<file path="src/rtl/parking_pkg.sv">
// Shared types and constants for the parking access controller.
package parking_pkg;

  typedef enum logic [2:0] {
    ST_IDLE  = 3'd0,
    ST_AUTH  = 3'd1,
    ST_GRANT = 3'd2,
    ST_TIME  = 3'd3,
    ST_DONE  = 3'd4,
    ST_ERROR = 3'd5
  } state_e;

  localparam logic [7:0] DEF_RATE     = 8'd10;
  localparam logic [7:0] DEF_ERR_CODE = 8'hEE;

endpackage

</file>
<file path="src/rtl/parking_fee_calc.sv">
// Parking fee: hours x RATE, widened to 12 bits and clamped to 8'hFF.
module parking_fee_calc
  import parking_pkg::*;
#(
  parameter logic [7:0] RATE = DEF_RATE
) (
  input  logic [3:0] hours_i,
  output logic [7:0] fee_o
);

  logic [11:0] prod;

  // 15 * 255 = 3825 fits in 12 bits, so the product never wraps before clamping
  always_comb begin
    prod  = {8'd0, hours_i} * {4'd0, RATE};
    fee_o = (prod > 12'd255) ? 8'hFF : prod[7:0];
  end

endmodule

</file>
<file path="src/rtl/parking_controller.sv">
// Moore FSM for a parking access point: request, token auth, grant gap,
// time capture; publishes the captured time word and its fee.
module parking_controller
  import parking_pkg::*;
#(
  parameter logic [7:0] RATE     = DEF_RATE,
  parameter logic [7:0] ERR_CODE = DEF_ERR_CODE
) (
  input  logic       clock,
  input  logic       reset,
  input  logic [2:0] system_token,
  input  logic       request,
  input  logic [7:0] TimeData,
  input  logic       confirm,
  input  logic [2:0] user_token,
  output logic [7:0] data_Q,
  output logic [7:0] data_P
);

  state_e     state_q, state_d;
  logic [7:0] dq_q, dq_d;
  logic [7:0] dp_q, dp_d;
  logic [7:0] fee;

  parking_fee_calc #(.RATE(RATE)) u_fee (
    .hours_i (TimeData[3:0]),
    .fee_o   (fee)
  );

  always_ff @(posedge clock or negedge reset) begin
    if (!reset) begin
      state_q <= ST_IDLE;
      dq_q    <= 8'd0;
      dp_q    <= 8'd0;
    end else begin
      state_q <= state_d;
      dq_q    <= dq_d;
      dp_q    <= dp_d;
    end
  end

  always_comb begin
    state_d = state_q;
    dq_d    = dq_q;
    dp_d    = dp_q;
    // Dropping request aborts any session and wins over every other transition
    if (state_q != ST_IDLE && !request) begin
      state_d = ST_IDLE;
      dq_d    = 8'd0;
      dp_d    = 8'd0;
    end else begin
      unique case (state_q)
        ST_IDLE: begin
          dq_d = 8'd0;
          dp_d = 8'd0;
          if (request) state_d = ST_AUTH;
        end
        ST_AUTH: begin
          if (confirm) begin
            if (user_token == system_token) begin
              state_d = ST_GRANT;
            end else begin
              state_d = ST_ERROR;
              dq_d    = ERR_CODE;
              dp_d    = 8'd0;
            end
          end
        end
        ST_GRANT: state_d = ST_TIME;
        ST_TIME: begin
          if (confirm) begin
            state_d = ST_DONE;
            dq_d    = TimeData;
            dp_d    = fee;
          end
        end
        ST_DONE, ST_ERROR: ;
        default: begin
          state_d = ST_IDLE;
          dq_d    = 8'd0;
          dp_d    = 8'd0;
        end
      endcase
    end
  end

  assign data_Q = dq_q;
  assign data_P = dp_q;

endmodule

</file>
<file path="config.mk">
export PLATFORM = sky130hd
export DESIGN_NAME = parking_controller
export DESIGN_NICKNAME = d
export VERILOG_FILES = /design/src/rtl/parking_pkg.sv /design/src/rtl/parking_fee_calc.sv /design/src/rtl/parking_controller.sv
export SDC_FILE = /design/constraint.sdc
export NUM_CORES = 1
export LEC_CHECK = 0
export ABC_AREA = 1
export CAP_MARGIN = 15
export CORE_UTILIZATION = 42
export DETAILED_ROUTE_END_ITERATION = 10
export PLACE_DENSITY = 0.67
export SLEW_MARGIN = 20
export SYNTH_ARGS = -nofsm -noshare
export SYNTH_HDL_FRONTEND = slang
export SYNTH_SLANG_ARGS = --single-unit
</file>
<file path="constraint.sdc">
create_clock -name clock -period 3.7 [get_ports clock]
set_input_delay 1.11 -clock clock [delete_from_list [all_inputs] [get_ports clock]]
set_output_delay 1.11 -clock clock [all_outputs]
set_load 0.01 [all_outputs]
</file>
[Word-level counts from Yosys, hierarchy flattened]
Cells that the tools add are included.
Word-level totals
  flip-flop bits (word level): 19
  bits of input ports: 18
  word-level logic and storage cells: 40
Cells by class
  $mul: 1
  equality and inequality tests: 12
  muxes and demuxes: 16
  reduce and logical (&&, ||, !) cells: 8
Operators by type and width (count)
  $mux W8: 8
  $pmux W8 S3: 2
  $mux W3: 5
  $pmux W3 S5: 1
  $ne A3 B3 Y1 const B: 4
  $reduce_and A4 Y1: 2
  $mul A4 B3 Y7 const B: 1
  $eq A3 B2 Y1 const B: 2
  $eq A3 B3 Y1 const B: 2
  $eq A3 B1 Y1 const B: 1
  $eq A3 B3 Y1: 1
  $logic_not A3 Y1: 1
  $reduce_bool A3 Y1: 1
  $reduce_or A3 Y1: 1
  $ne A2 B1 Y1 const B: 1
  $ne A2 B2 Y1 const B: 1
  $reduce_or A2 Y1: 1
  $logic_and A1 B1 Y1: 1
  $logic_not A1 Y1: 1

[Logic depth before layout (Yosys ltp)]
  depth after elaboration: 5
  mapped depth: 10

[Cells and area by module]
Synthesis repeated with hierarchy kept, for this count alone.
Unflattened totals
  cell total of the unflattened synthesis: 182
  area, all modules: 1372.6 sq um
Modules (own cells, without submodules)
  parking_controller: times used 1, cells each 161, area an instance 1229.9 sq um
  parking_fee_calc: times used 1, cells each 21, area an instance 142.6 sq um

[Least setup slack after synthesis]
OpenSTA, ideal clock, no wires.
  path kind: input -> register
  start point: in TimeData[1]
  end point: reg dp_q[6] (netlist: data_P[6])
  setup time: 66 ps
  arrival: 2315 ps
  path slack: 1319 ps
  stages on the path: 8
  cell sequence: ha_1 ha_1 inv_1 fa_1 xor2_1 nor2_1 nand4_1 nand2_1
On the way
  cells in the longest elaborated chain, start to end: 4
Ends and longest elaborated chain
  start: declaration: line parking_controller.sv:13  | input logic [7:0] TimeData,
  $mul A4 B3 Y7: line parking_fee_calc.sv:15  | prod = {8'd0, hours_i} * {4'd0, RATE};
  $mux W8: line parking_controller.sv:71  | if (confirm) begin
  $pmux W8 S3: line parking_controller.sv:52  | unique case (state_q)
  $mux W8: line parking_controller.sv:47  | if (state_q != ST_IDLE && !request) begin
  end signal: assignment: line parking_controller.sv:38  | dp_q <= dp_d;
  end: declaration: line parking_controller.sv:22  | logic [7:0] dp_q, dp_d;
No other way between the ends. The select of a mux whose other input is x is not followed.
A chain may end at the register's enable or synchronous reset.

[Worst setup path in the final report]
  start point: in TimeData[3]
  end point: reg dp_q[6] (netlist: data_P[6])
Same word-level chain as after synthesis.

==> run metrics <==
status=finished, violations left; failing checks=design-rule violations; post-synth top area cell=dfrtp_1; Routed WL=2.73 mm; commonest cells after routing, fill and taps aside=clkdlybuf4s50_1, nand2_1, inv_1, dfrtp_1; global-route wire length before repair=4.89 mm; # H-tree levels=1; Synth cell types=27; critical path endpoint category=flop; # diodes=0; delay-heaviest family, CP=adder cells; DR vias/cell=5.29; post-placement cell area=0.00161 mm2; pwr/cell area=532 mW/mm2; Wirelength per Cell=12.7 um; WP data required=3.94 ns; setup TNS=0 ns; worst r2r path cells=7; Post-synth EDFFs=0; Sink Count=17; Iter 0 DRT Violations=49; Yosys warning total=0; chip height=58.0 um; top-area cell type share of the netlist area=32.3%; # DRC=3; number of CTS-inserted buffers=3; post-route ant nets=0; Final period util=73.2%; commonest non-fill, non-tap cell in the layout=clkdlybuf4s50_1; Hold EP=data_P[2]$_DFFE_PN0P_; Max Freq=369 MHz; clk slew on worst S/H paths=0.10 ns; ranking of synthesized cells by area=dfrtp_1, nand2_1, nand3_2, nand4_1, nand3_1; port buffer count=32; die area=0.00336 mm2; Peak VDD IR=0.389 mV; vias in the first global route=1066; reg2reg end=data_Q[6]$_DFFE_PN0P_; Die Width=58.0 um; R2R Setup Slk=2.04 ns; via count=1137; type of the worst min-delay path=reg -> reg; Slew Limit Headroom=48.5%; Setup crit start kind=primary input; final net count=208; Clock Tree Root=clkbuf_4; CP cell instances=clkdlybuf4s50_1, ha_1, ha_1, inv_1, fa_1, xor2_1, nor2_1, nand4_1, nand2_1; CTS tree=done; number of gates resized after CTS=0; DRT Pass-1 Iters=7; RSZ-0062 raised after global routing=false; Crit path arrival time=2.94 ns; GP Congestion=0.845; post-CTS setup buffer count=0; antenna violations before repair=0; core footprint=0.00285 mm2; share of cells above drive strength 1=16.8%; design area=0.00164 mm2; CP Class=in -> reg; row cnt=19; P_leak=0.786 nW; Total GRT Usage=19.0%; delay of the slowest critical-path stage=0.49 ns; Max-Cap Viols=0; Final Hold Fails=0; P&R area growth vs syn=24.5%; fin. max-slew vios=0; Worst Path Buf+Inv=2; Final setup viols=0; clk_lat worst skew=0.29 ns; clock buffer depth=2; Critical Path Fanout Max=5; # IOs=34; Worst Tran Pin Value=0.770 ns; Async SR Flop Fraction=100%; CP max-delay cell=clkdlybuf4s50_1; top_reg_cell synth=dfrtp_1; FF+latch count, synth=17; final clock skew=0.00285 ns; starting density of the core=46.1%; min-delay src=data_P[2]$_DFFE_PN0P_; Seq/Total Area, Yosys=32.3%; syn_nets=177; Crit Reg-Reg Startpoint=state_q[1]$_DFFE_PN0P_; synthesized instance count=154; grt ovf=0; largest net degree at the start of global routing=21; DP HPWL=2.25 mm; Top cell by count, worst path=ha_1; Netlist Area Pre-Place=0.00132 mm2; Core Util, Final=57.5%; hold buffer count at CTS=0; hold path depth=2; minimum clock period after layout=2.71 ns; mean post-synth cell area=8.55 um2
## final cells by class
type                            count  area (um2)
Timing Repair Buffer               32         320
Multi-Input combinational cell    110         736
Clock inverter                      1        5.00
Inverter                           21        91.3
Tap cell                           31        38.8
Fill cell                         298        1210
Sequential cell                    17         425
Clock buffer                        3        22.5
## tightest hold or removal path, cell delays in order (launching register included)
cell,delay [ns]
dfrtp_1,0.36
nand3_1,0.07
nand2_1,0.06
## kinds of logic (layout without fill, tap and decap cells)
kind of cell	count (synthesis)	after routing	synth area share, %
compound gates	12	12	4.75
fa+ha+maj	5	5	5.32
simple gates	90	90	43.6
xor+xnor	2	2	1.90
flops	17	17	32.3
other cells	1	1	0.285
buf+inv	27	57	11.8
## state kept, by name (all words and copies together), names as in the netlist
register	flops
data_P	7
data_Q	7
state_q	3
## metrics by stage
| stage | worst slack [ns] | std cells | hold slack, ns | power [mW] |
|---|---|---|---|---|
| 4_1_cts | 0.995 | 215 | 0.521 | 0.877 |
| 3_5_place_dp | 0.697 | 211 | 0.497 | 0.779 |
| 6_report | 0.991 | 215 | 0.513 | 0.872 |
| 5_1_grt | 0.884 | 215 | 0.554 | 0.947 |
| 2_1_floorplan | 1.32 | 154 | 0.534 | 0.673 |
| 3_3_place_gp | 0.756 | 211 | 0.483 | 0.763 |
## synth_stat cells (2+ instances only)
| cell type | count |
|---|---|
| dfrtp_1 | 17 |
| nand4_1 | 14 |
| nand3_1 | 14 |
| nor2_1 | 14 |
| buf_4 | 2 |
| ha_1 | 4 |
| nand2_4 | 5 |
| inv_1 | 17 |
| nand2_1 | 26 |
| nand3_4 | 4 |
| o21ai_0 | 10 |
| nor2_4 | 2 |
| buf_6 | 3 |
| nand3_2 | 9 |
## where the power goes
part           switching (mW)  total [mW]  internal (mW)
clock                  0.0583      0.0985         0.0402
sequential             0.0360       0.260          0.224
combinational           0.329       0.514          0.185
## metal layers
metal	vias up	share of wire, %	wire (um)	global-route usage (%)
met5	-	0	0	0
li1	571	-	-	-
met4	0	1.5	42	7.82
met3	5	5.4	148	1.56
met2	41	47	1290	30.7
met1	520	46	1250	26.3
## worst max-delay path by stage
stage | startpoint | end | slack (ns) | depth (start not counted)
final | TimeData[3] | data_P[6]$_DFFE_PN0P_ | 0.99 | 9
after global routing | TimeData[3] | data_P[6]$_DFFE_PN0P_ | 0.88 | 9
after CTS | TimeData[3] | data_P[6]$_DFFE_PN0P_ | 1.0 | 9
after detailed placement | TimeData[3] | data_P[6]$_DFFE_PN0P_ | 0.70 | 9
after global placement | TimeData[3] | data_P[6]$_DFFE_PN0P_ | 0.76 | 9
after floorplan | TimeData[1] | data_P[6]$_DFFE_PN0P_ | 1.32 | 8
No activity file was read; power rests on OpenSTA's default activity.
